File: config.mk
export PLATFORM = sky130hd
export DESIGN_NAME = ro_mux_scan_ctrl
export DESIGN_NICKNAME = d
export VERILOG_FILES = /design/src/rtl/ro_mux_scan_ctrl.sv
export SDC_FILE = /design/constraint.sdc
export NUM_CORES = 1
export LEC_CHECK = 0
export ABC_AREA = 1
export ABC_CLOCK_PERIOD_IN_PS = 1880
export CELL_PAD_IN_SITES_DETAIL_PLACEMENT = 1
export CELL_PAD_IN_SITES_GLOBAL_PLACEMENT = 1
export CORE_AREA = 2 2 122 124
export DETAILED_ROUTE_END_ITERATION = 12
export DIE_AREA = 0 0 124 126
export GPL_TIMING_DRIVEN = 1
export PLACE_DENSITY_LB_ADDON = 0.05
export SLEW_MARGIN = 20
export SYNTH_ARGS = -nofsm -noshare
export SYNTH_HDL_FRONTEND = slang
export SYNTH_SLANG_ARGS = --single-unit
File: constraint.sdc
create_clock -name wb_clk_i -period 1.88 [get_ports wb_clk_i]
set_input_delay 0.188 -clock wb_clk_i [delete_from_list [all_inputs] [get_ports wb_clk_i]]
set_output_delay 0.188 -clock wb_clk_i [all_outputs]
set_load 0.01 [all_outputs]
File: src/rtl/ro_mux_scan_ctrl.sv
// rtl/ro_mux_scan_ctrl.sv - ring-oscillator mux scan controller with gated edge counting
//
// Steps the 16:1 ring-oscillator mux select through the sources enabled in
// src_mask_i. After each select change it waits SETTLE_CYCLES clocks, then
// counts rising edges of the synchronized mux output for gate_len clocks and
// hands one result per source to the consumer over a valid/ready handshake.
//
// Optional feature macro: RO_SCAN_CONTINUOUS_EN
//   defined   - while start_i stays high, the scan wraps around to the first
//               enabled source instead of finishing
//   undefined - one pass over the mask per start
//
// Ports:
//   wb_clk_i     clock
//   wb_rst_i     synchronous active-high reset
//   start_i      start request (level, sampled in IDLE)
//   src_mask_i   source enable mask, latched at start
//   gate_len_i   gate window in clocks, latched at start (0 acts as 1)
//   mux_y_i      asynchronous mux output
//   mux_sel_o    mux select
//   busy_o       controller not idle
//   res_valid_o  result valid
//   res_ready_i  result consumer ready
//   res_src_o    source index of the result
//   res_count_o  rising edges counted in the gate window
//   res_ovf_o    count saturated
//   done_o       one-cycle pulse on return to IDLE

module ro_mux_scan_ctrl #(
    parameter int N_SRC         = 16,
    parameter int SEL_W         = 4,
    parameter int CNT_W         = 16,
    parameter int GATE_W        = 16,
    parameter int SETTLE_CYCLES = 8
) (
    input  logic              wb_clk_i,
    input  logic              wb_rst_i,
    input  logic              start_i,
    input  logic [N_SRC-1:0]  src_mask_i,
    input  logic [GATE_W-1:0] gate_len_i,
    input  logic              mux_y_i,
    output logic [SEL_W-1:0]  mux_sel_o,
    output logic              busy_o,
    output logic              res_valid_o,
    input  logic              res_ready_i,
    output logic [SEL_W-1:0]  res_src_o,
    output logic [CNT_W-1:0]  res_count_o,
    output logic              res_ovf_o,
    output logic              done_o
);

    localparam int ST_W = (SETTLE_CYCLES > 1) ? $clog2(SETTLE_CYCLES) : 1;

    typedef enum logic [2:0] {
        S_IDLE,
        S_SELECT,
        S_SETTLE,
        S_GATE,
        S_REPORT
    } state_t;

    state_t            state_q;
    logic [N_SRC-1:0]  pend_q;
`ifdef RO_SCAN_CONTINUOUS_EN
    logic [N_SRC-1:0]  mask_q;
`endif
    logic [GATE_W-1:0] gate_q;
    logic [ST_W-1:0]   settle_q;
    logic [GATE_W-1:0] gcnt_q;
    logic [CNT_W-1:0]  cnt_q;
    logic              ovf_q;
    logic [SEL_W-1:0]  sel_q;
    logic              busy_q;
    logic              valid_q;
    logic [SEL_W-1:0]  rsrc_q;
    logic [CNT_W-1:0]  rcnt_q;
    logic              rovf_q;
    logic              done_q;

    // Two flops to resynchronize the oscillator output, a third for edge detect.
    logic sync1_q, sync2_q, sync3_q;
    logic y_rise;

    always_ff @(posedge wb_clk_i) begin
        if (wb_rst_i) begin
            sync1_q <= 1'b0;
            sync2_q <= 1'b0;
            sync3_q <= 1'b0;
        end else begin
            sync1_q <= mux_y_i;
            sync2_q <= sync1_q;
            sync3_q <= sync2_q;
        end
    end

    assign y_rise = sync2_q & ~sync3_q;

    // Sources still to visit in this SELECT; in continuous mode an exhausted
    // pass is refilled from the latched mask while start_i is held.
    logic [N_SRC-1:0] scan_v;
    logic [N_SRC-1:0] low_bit;
    logic [SEL_W-1:0] low_idx;

    always_comb begin
        scan_v = pend_q;
`ifdef RO_SCAN_CONTINUOUS_EN
        if (pend_q == '0 && start_i) begin
            scan_v = mask_q;
        end
`endif
        low_bit = scan_v & (~scan_v + N_SRC'(1));
        low_idx = '0;
        for (int i = N_SRC - 1; i >= 0; i--) begin
            if (scan_v[i]) begin
                low_idx = SEL_W'(i);
            end
        end
    end

    // Saturating edge count: an edge arriving at all-ones is lost and flagged.
    logic [CNT_W-1:0] cnt_inc;
    logic             ovf_inc;

    always_comb begin
        cnt_inc = cnt_q;
        ovf_inc = ovf_q;
        if (y_rise) begin
            if (&cnt_q) begin
                ovf_inc = 1'b1;
            end else begin
                cnt_inc = cnt_q + CNT_W'(1);
            end
        end
    end

    always_ff @(posedge wb_clk_i) begin
        if (wb_rst_i) begin
            state_q  <= S_IDLE;
            pend_q   <= '0;
`ifdef RO_SCAN_CONTINUOUS_EN
            mask_q   <= '0;
`endif
            gate_q   <= GATE_W'(1);
            settle_q <= '0;
            gcnt_q   <= '0;
            cnt_q    <= '0;
            ovf_q    <= 1'b0;
            sel_q    <= '0;
            busy_q   <= 1'b0;
            valid_q  <= 1'b0;
            rsrc_q   <= '0;
            rcnt_q   <= '0;
            rovf_q   <= 1'b0;
            done_q   <= 1'b0;
        end else begin
            done_q <= 1'b0;
            case (state_q)
                S_IDLE: begin
                    if (start_i) begin
                        pend_q <= src_mask_i;
`ifdef RO_SCAN_CONTINUOUS_EN
                        mask_q <= src_mask_i;
`endif
                        gate_q  <= (gate_len_i == '0) ? GATE_W'(1) : gate_len_i;
                        busy_q  <= 1'b1;
                        state_q <= S_SELECT;
                    end
                end
                S_SELECT: begin
                    if (scan_v == '0) begin
                        done_q  <= 1'b1;
                        busy_q  <= 1'b0;
                        state_q <= S_IDLE;
                    end else begin
                        sel_q    <= low_idx;
                        pend_q   <= scan_v & ~low_bit;
                        settle_q <= ST_W'(SETTLE_CYCLES - 1);
                        state_q  <= S_SETTLE;
                    end
                end
                S_SETTLE: begin
                    if (settle_q == '0) begin
                        cnt_q   <= '0;
                        ovf_q   <= 1'b0;
                        gcnt_q  <= gate_q - GATE_W'(1);
                        state_q <= S_GATE;
                    end else begin
                        settle_q <= settle_q - ST_W'(1);
                    end
                end
                S_GATE: begin
                    cnt_q <= cnt_inc;
                    ovf_q <= ovf_inc;
                    if (gcnt_q == '0) begin
                        // Include the last gate cycle's edge in the result.
                        rsrc_q  <= sel_q;
                        rcnt_q  <= cnt_inc;
                        rovf_q  <= ovf_inc;
                        valid_q <= 1'b1;
                        state_q <= S_REPORT;
                    end else begin
                        gcnt_q <= gcnt_q - GATE_W'(1);
                    end
                end
                S_REPORT: begin
                    if (res_ready_i) begin
                        valid_q <= 1'b0;
                        state_q <= S_SELECT;
                    end
                end
                default: begin
                    state_q <= S_IDLE;
                end
            endcase
        end
    end

    assign mux_sel_o   = sel_q;
    assign busy_o      = busy_q;
    assign res_valid_o = valid_q;
    assign res_src_o   = rsrc_q;
    assign res_count_o = rcnt_q;
    assign res_ovf_o   = rovf_q;
    assign done_o      = done_q;

endmodule

==> impl_summary.log <==
[metrics] H-tree lvl count: 3
[metrics] pins over their slew limit: 0
[metrics] clock buffer count from CTS: 9
[metrics] half-perimeter wire length after placement: 11,500 microns
[metrics] Hold Crit Depth: 3
[metrics] ratio of routed vias to standard cells: 5.01
[metrics] time the worst path needs with I/O delays and setup: 1.91 ns
[metrics] warning count from the yosys run: 0
[metrics] Total Wirelength: 16,100 microns
[metrics] result of the run: complete, but fails checks
[metrics] data arrival at the endpoint of the critical path: 2.16 ns
[metrics] violations in the final reports: negative setup slack
[metrics] crit path buf inv count: 4
[metrics] Period Utilization, post-route: 102%
[metrics] class of the tightest hold or removal check: primary input to register
[metrics] leakage power total: 0.00281 uW
[metrics] Pre-Repair DR Iteration Count: 4
[metrics] final design instance area without fill: 0.00689 sq mm
[metrics] via count of the first global-routing pass: 5,273
[metrics] initial cell density of the core: 34.3%
[metrics] number of nets produced by synthesis: 733
[metrics] cell area after synthesis: 0.00491 sq mm
[metrics] clock root buffer: sky130_fd_sc_hd__clkbuf_16
[metrics] largest fanout of any net on the critical path: 6
[metrics] power density over the cells: 1350 mW/mm^2
[metrics] worst slack at placement: -0.135 ns
[metrics] wire length of the first global-routing pass: 25,400 microns
[metrics] row cnt: 44
[metrics] Internal Power: 5600 uW
[metrics] critical path capture point type: register
[metrics] beginning of the worst register-to-register path: state_q[2]
[metrics] overall die height: 126 microns
[metrics] slowest cell on the critical path: sky130_fd_sc_hd__dfxtp_2
[metrics] number of synthesized flops with an enable pin: 0
[metrics] topmost layer with routed signal wires: met4
[metrics] Post-DRT Antenna Nets: 0
[metrics] area growth from synthesis to final layout: 40.2%
[metrics] clock slew seen by the registers of the worst setup and hold paths: 0.07 ns
[metrics] final worst setup slack: -0.0325 ns
[metrics] endpoints failing hold: 0
[metrics] initial antenna violation count: 0
[metrics] # clock sinks: 102
[metrics] worst setup path class: register to register
[metrics] Ports: 65
[metrics] routed length on met2: 8110 microns
[metrics] wire per inst: 16.0 microns
[metrics] setup clock skew after layout: 0.00624 ns
[metrics] number of failing setup endpoints in the final timing report: 1
[metrics] Hold Startpoint: wb_rst_i
[metrics] insertion delay of the later-clocked pin in the worst-skew pair: 0.35 ns
[metrics] #FFs+latches synth: 102
[metrics] total vias in the final route: 5,053
[metrics] cells along the critical path: inv_4, nand3_4, buf_8, nand2_1, o21ai_2, inv_2, nand2_1, nor3_4, nand3_2, xor2_1, o21ai_1, inv_1
[metrics] die width: 124 microns
[metrics] Sequential Power Share: 32.2%
[metrics] RSZ-0062 raised after global routing: true
[metrics] maximum count of clock buffers along a single path: 2
[metrics] Max transition margin: 67.4%
[metrics] # diodes: 0
[metrics] Switch Pwr: 3700 uW
[metrics] terminating pin of the worst hold path: pend_q[11]
[metrics] Max Clock Freq: 523 MHz
[metrics] layout cell share with drive strength beyond 1: 22.6%
[metrics] fraction of power consumed by the clock network: 20.1%
[metrics] Reg2Reg Depth: 12
[metrics] Synth Flop Type: sky130_fd_sc_hd__dfxtp_1
[metrics] total length of routed met3 wires: 464 microns
[metrics] worst reg2reg path endpoint: gcnt_q[14]
[metrics] gate count of the mapped netlist: 692
[metrics] slew of the pin with the lowest slew margin: 0.485 ns
[metrics] proportion of total power due to net switching: 39.8%
[metrics] core outline area: 0.0143 sq mm
[metrics] number of port buffers: 64
[metrics] Combinational Power Share: 47.7%
[metrics] most frequent cell on the critical path: sky130_fd_sc_hd__nand2_1
[metrics] global route total overflow: 0
[metrics] final routed DRC violation total: 0
[metrics] initial DRC count: 238
[metrics] Area after DPL: 0.00616 sq mm
[metrics] async set or reset register ratio after synthesis: 0%
[metrics] RePlAce Congestion: 0.844
[metrics] Distinct cells, synth: 49
[metrics] largest net degree at the start of global routing: 28
[metrics] reported max-cap violation count: 0
[metrics] routed metal-1 wirelength: 7250 microns
[metrics] worst vdd ir: 0.000507 V
[metrics] total global routing track utilization: 20.4%
[metrics] maximum single-stage delay on the critical path: 0.34 ns
[metrics] die footprint: 0.0156 sq mm
[metrics] clock tree from TritonCTS: built
[metrics] critical path required time: 2.13 ns
[metrics] mean area per synthesized cell: 7.10 sq um
[metrics] final sum of negative setup slack: -0.0325 ns
[metrics] category of the worst setup path launch point: register
[metrics] number of cells on the critical path: 12
[metrics] layout net count: 861
[metrics] fraction of the yosys area taken by sequential cells: 41.6%
[metrics] r2r setup slk: -0.03 ns
[metrics] delay-heaviest family, CP: simple AND/OR/NAND/NOR gates
flip-flops by register name (all words and copies together), names as in the netlist:
register,flops
res_valid_o,1
sync3_q,1
pend_q,16
res_ovf_o,1
ovf_q,1
mux_sel_o,4
cnt_q,16
gcnt_q,16
res_src_o,4
sync1_q,1
state_q,3
gate_q,16
settle_q,3
sync2_q,1
busy_o,1
done_o,1
res_count_o,16
worst reg2reg max path, stage by stage, from the launching register on:
cell and delay (ns):
sky130_fd_sc_hd__dfxtp_2 0.34, sky130_fd_sc_hd__inv_4 0.07, sky130_fd_sc_hd__nand3_4 0.15, sky130_fd_sc_hd__buf_8 0.19, sky130_fd_sc_hd__nand2_1 0.08, sky130_fd_sc_hd__o21ai_2 0.08
sky130_fd_sc_hd__inv_2 0.13, sky130_fd_sc_hd__nand2_1 0.14, sky130_fd_sc_hd__nor3_4 0.20, sky130_fd_sc_hd__nand3_2 0.12, sky130_fd_sc_hd__xor2_1 0.15, sky130_fd_sc_hd__o21ai_1 0.13
sky130_fd_sc_hd__inv_1 0.05
synthesized netlist by cell type, types with 8 or more instances:
cell,n,area (sq um)
sky130_fd_sc_hd__a21oi_1,80,400
sky130_fd_sc_hd__clkbuf_1,16,60.1
sky130_fd_sc_hd__dfxtp_1,102,2040
sky130_fd_sc_hd__inv_1,78,293
sky130_fd_sc_hd__nand2_1,157,589
sky130_fd_sc_hd__nand3_1,17,85.1
sky130_fd_sc_hd__nor2_1,57,214
sky130_fd_sc_hd__nor3_1,12,60.1
sky130_fd_sc_hd__nor4_1,8,50.1
sky130_fd_sc_hd__o21ai_0,52,260
sky130_fd_sc_hd__o21ai_1,12,60.1
sky130_fd_sc_hd__xor2_1,14,123
worst max-delay path by stage:
stage / startpoint / to / slack, ns
4_1_cts: state_q[2] / gcnt_q[14] / -0.002
6_report: state_q[2] / gcnt_q[14] / -0.03
3_3_place_gp: gcnt_q[15] / gcnt_q[14] / -0.07
2_1_floorplan: state_q[0] / gcnt_q[14] / 0.05
3_5_place_dp: gcnt_q[15] / gcnt_q[3] / -0.14
5_1_grt: state_q[2] / gcnt_q[14] / -0.15
power groups by stage:
stage	Clock [uW]	Combinational (uW)	Sequential (uW)
6_report	1870	4430	3000
5_1_grt	1990	4940	3060
4_1_cts	1920	3890	2950
3_3_place_gp	0	3660	2960
2_1_floorplan	0	2130	2940
3_5_place_dp	0	3760	2980
stage by stage:
stage	hold WS (ns)	power, uW	std cells	utilization, %
after floorplan	0.278	5070	692	-
after global placement	0.398	6630	979	43.0
after detailed placement	0.399	6730	979	43.0
after CTS	0.306	8760	997	45.5
after global routing	0.339	10000	1008	48.1
final	0.307	9300	1008	48.1
kinds of logic (layout without fill, tap and decap cells):
group / after synthesis / after routing / synth area share [%]
compound gates: 173 / 173 / 19.3
mux: 2 / 2 / 0.662
buf+inv: 112 / 243 / 9.14
simple gates: 279 / 280 / 24.8
fa+ha+maj: 4 / 4 / 1.02
xor+xnor: 20 / 20 / 3.57
flops: 102 / 102 / 41.6
cell type report:
cell class,instances,area (sq um)
multi-input cells,479,2700
well taps,184,230
repair inverters,1,7.51
flip-flops and latches,102,2060
inverters,85,334
repair buffers,142,1280
clock inverters,4,48.8
fillers,1777,7420
clock buffers,11,233
cell usage in the layout (no fill, tap or decap), types with 6 or more instances in the layout:
cell type | synthesis | routed
sky130_fd_sc_hd__clkdlybuf4s50_1 | 0 | 63
sky130_fd_sc_hd__o21ai_1 | 12 | 18
sky130_fd_sc_hd__dfxtp_1 | 102 | 93
sky130_fd_sc_hd__xnor2_1 | 6 | 6
sky130_fd_sc_hd__a21oi_1 | 80 | 77
sky130_fd_sc_hd__inv_1 | 78 | 72
sky130_fd_sc_hd__inv_2 | 3 | 6
sky130_fd_sc_hd__nor4_1 | 8 | 6
sky130_fd_sc_hd__nor3_1 | 12 | 9
sky130_fd_sc_hd__clkbuf_16 | 0 | 10
sky130_fd_sc_hd__nor2_1 | 57 | 45
sky130_fd_sc_hd__nand3_1 | 17 | 14
sky130_fd_sc_hd__nand2_2 | 1 | 12
sky130_fd_sc_hd__dfxtp_2 | 0 | 7
sky130_fd_sc_hd__nand2_1 | 157 | 144
sky130_fd_sc_hd__o21ai_0 | 52 | 37
sky130_fd_sc_hd__buf_4 | 2 | 72
sky130_fd_sc_hd__xor2_1 | 14 | 13
sky130_fd_sc_hd__o21ai_2 | 2 | 8
sky130_fd_sc_hd__nor2_2 | 6 | 15
routing by layer:
metal	vias up	global-route usage (%)
met5	-	0
met4	0	6.74
met3	19	2.67
met2	76	35.1
met1	2440	26.3
li1	2518	-
timing repair:
item                       4_1_cts  5_1_grt
hold buffers                     0        0
setup buffers                    1       10
cloned                           2        1
setup endpoints to repair       30       52
pin swaps                        3       10
resized for setup               17       92
No activity file was read; power rests on OpenSTA's default activity.
==> RTL edit 1 (same settings) <==
Add a define of `RO_SCAN_CONTINUOUS_EN`.
--- a/src/rtl/ro_mux_scan_ctrl.sv
+++ b/src/rtl/ro_mux_scan_ctrl.sv
@@ -26,6 +26,8 @@
 //   res_ovf_o    count saturated
 //   done_o       one-cycle pulse on return to IDLE
 
+`define RO_SCAN_CONTINUOUS_EN
+
 module ro_mux_scan_ctrl #(
     parameter int N_SRC         = 16,
     parameter int SEL_W         = 4,
Function: same outputs for any inputs over 10 cycles, from zero or initial values and one cycle with wb_rst_i high; that may be too few to reach the edited logic, so the function may still have changed.
==> RTL edit 1 against the unedited design <==
- the run now fails in global routing
- area after synthesis rose by 18%
==> RTL edit 1: results (changes against the unedited design) <==
RePlAce Congestion -> 0.910 (+7.8%)
Clock sinks -> 118 (+16%)
Post-synth cell types -> 50 (+2.0%)
Worst_ep grt -> mux_sel_o[0]$_SDFFE_PP0P_/D
Post-Syn Instances -> 821 (+19%)
Commonest cells in the netlist -> 131 x nor2_1, 119 x nand2_1, 118 x dfxtp_1
Post-synth top flop -> dfxtp_1
Max clock buf depth -> 2 (unchanged)
DP Wirelength -> 15,000 µm (+31%)
Largest net degree at the start of global routing -> 40
Port Buffers -> 64 (unchanged)
Yosys warns -> 0 (unchanged)
Num CTS Buffers -> 17 (+8)
Status -> did not finish
Mapped cell area -> 5790 µm² (+18%)
Kind of the worst endpoint -> register data pin
Clk root buf -> clkbuf_16
Synth async-reset ratio -> 0% (unchanged)
Stopped at -> global routing
Sequential-to-total area share from yosys stat -> 40.8% (-0.76 points)
Syn Nets -> 862 (+18%)
H-tree Lvls -> 4 (+1)
Top cells by area, synth -> dfxtp_1 41%, nor2_1 8.5%, o21ai_0 7.8%, nand2_1 7.7%, a21oi_1 6.5%
Dpl cells -> 1,186 (+21%)
Post-Place Cell Area -> 7770 µm² (+26%)
First error -> [ERROR DPL-0033] detailed placement checks failed during check placement.
Initial antenna violation count -> 1
## RTL edit 1: repair_timing
item | 4_1_cts
hold buffers | 0
pin swaps | 55
gates cloned | 3
setup endpoints to repair | 83
gates resized for setup | 218
setup buffers | 39
## RTL edit 1: kinds of logic after synthesis
group	after synthesis	synth area share, %
and+or+nand+nor	329	24.7
AOI/OAI and AO/OA	218	20.9
buffers and inverters	133	9.85
DFF	118	40.8
xor gates and xnor gates	19	2.87
adders and majority gates	4	0.864
## RTL edit 1: stage by stage
stage               hold slack [ns]  setup WS (ns)
floorplan                     0.278         -0.234
global placement              0.396         -0.687
detailed placement            0.407         -0.732
CTS                          0.0665         -0.424
==> RTL edit 2 (config.mk and constraints unchanged) <==
Made on the original files. Make the reset (`wb_rst_i`) asynchronous in 2 clocked blocks. Comments in the files are not updated.
--- a/src/rtl/ro_mux_scan_ctrl.sv
+++ b/src/rtl/ro_mux_scan_ctrl.sv
@@ -81,7 +81,7 @@
     logic sync1_q, sync2_q, sync3_q;
     logic y_rise;
 
-    always_ff @(posedge wb_clk_i) begin
+    always_ff @(posedge wb_clk_i or posedge wb_rst_i) begin
         if (wb_rst_i) begin
             sync1_q <= 1'b0;
             sync2_q <= 1'b0;
@@ -133,7 +133,7 @@
         end
     end
 
-    always_ff @(posedge wb_clk_i) begin
+    always_ff @(posedge wb_clk_i or posedge wb_rst_i) begin
         if (wb_rst_i) begin
             state_q  <= S_IDLE;
             pend_q   <= '0;
Behaviour: differs if wb_rst_i is asserted again (counterexample within 4 cycles, from zero or initial values and one cycle with wb_rst_i high); with wb_rst_i held inactive, the same outputs for 10 cycles.
==> RTL edit 2 against the unedited design <==
- the flow still finishes with violations (negative setup slack)
- synthesized cell count decreased by 6.5%
- final area grew 7.8%
- largest power group unchanged
- critical path type unchanged
- routed wire length shrank 3.4%
- total power grew 18%
- sequential cell count did not move
- global-route usage shrank 0.079 points
- area after synthesis rose by 5.7%
- sequential power grew 12%
- worst hold slack worse by 0.10 ns
- worst setup slack worse by 0.022 ns
- final cell count shrank 3.0%
- sequential share of layout area rose by 4.6 points
- via count shrank 5.1%
==> RTL edit 2: results (changes against the unedited design) <==
Status -> finished, violations left
Failing checks -> negative setup slack
DP Wirelength -> 11,100 µm (-3.3%)
DP Worst Slack -> -0.108 ns (+0.0269 ns)
Final #Nets -> 830 (-3.6%)
Clk root buf -> clkbuf_16
RePlAce Congestion -> 0.887 (+5.1%)
Setup crit end -> gcnt_q[14]$_DFFE_PP0P_
GRT Util Overall -> 20.4% (-0.079 points)
Routed length on met1 -> 6920 µm (-4.6%)
WL/cell -> 15.9 µm (-0.40%)
Share of cells above drive strength 1 -> 25.7% (+3.1 points)
Max transition margin -> 68.8% (+1.4 points)
Hold/Removal Path Class -> in -> async
Setup Viol. Count Final -> 6 (+5)
Sequential-to-total area share from yosys stat -> 49.2% (+7.6 points)
WP data arrival -> 2.18 ns (+0.02 ns)
Max incr delay on CP -> 0.37 ns (+0.03 ns)
Vias in the first global route -> 4,993 (-5.3%)
Power Combinational -> 5.73 mW (+29%)
Adder-cell share of the synthesized area -> 0.964% (-0.055 points)
Met2 WL -> 7820 µm (-3.5%)
Post-synth top flop -> dfrtp_1
Origin of the critical flop-to-flop path -> state_q[2]$_DFFE_PP0P_
Slowest cell on crit path -> dfrtp_1
Post-Place Cell Area -> 6560 µm² (+6.5%)
Synth Area in Compound Gates -> 11.9% (-7.4 points)
GRT met2 Usage -> 34.1% (-0.97 points)
Fin worst setup slack -> -0.0549 ns (-0.0224 ns)
R2R depth -> 14 (+2)
Tot Pwr -> 11.0 mW (+18%)
Sw power -> 4.60 mW (+24%)
Iter 0 DRT Violations -> 166 (-30%)
Grt met3 use -> 2.85% (+0.18 points)
First-pass GRT wire length -> 24,800 µm (-2.2%)
Xor/xnor cell area share of the yosys netlist -> 4.22% (+0.65 points)
Setup Skew -> 0.00864 ns (+0.00241 ns)
Fill count -> 1,705 (-4.1%)
Post-CTS Setup Inserts -> 3 (+2)
Synth async-reset ratio -> 100% (+100 points)
Largest net degree at the start of global routing -> 32 (+14%)
Syn Nets -> 688 (-6.1%)
Routed vias/inst -> 4.90 (-2.2%)
Top cells by area, synth -> dfrtp_1 49%, nand2_1 15%, inv_1 4.9%, xor2_1 3.7%, nor2_1 2.9%
Mux share of post-synthesis cell area -> 0% (-0.66 points)
Crit-path max FO -> 7 (+1)
Met3 wire len -> 422 µm (-9.1%)
Leak Pwr -> 3.43 nW (+22%)
TritonRoute pass-1 iters -> 4 (unchanged)
Met1 Use GR -> 26.5% (+0.16 points)
Post-synth cell types -> 42 (-14%)
RTL edit 2: cell count changes after synthesis, moves of 8 or more:
cell,delta
dfrtp_1,+101
nor2_1,-17
xor2_1,+8
o21ai_1,+17
o21ai_0,-22
a21oi_1,-70
dfxtp_1,-102
inv_1,-10
nand2_1,+53
RTL edit 2: cell type report:
cell class                      instances  area [µm²]  area share, %
Timing Repair Buffer                  148        1370           18.5
Inverter                               78         302           4.06
Clock buffer                           10         229           3.08
Tap cell                              184         230           3.10
Sequential cell                       102        2560           34.4
Clock inverter                          6        71.3          0.961
Multi-Input combinational cell        450        2660           35.9
RTL edit 2: per-stage QoR:
| step | TNS [ns] | instances | hold WS, ns |
|---|---|---|---|
| after floorplan | -0.0947 | 647 | 0.219 |
| after global placement | -0.482 | 946 | 0.336 |
| after detailed placement | -0.939 | 946 | 0.348 |
| after CTS | -0.0537 | 966 | 0.217 |
| after global routing | -3.15 | 978 | 0.227 |
| final | -0.164 | 978 | 0.204 |
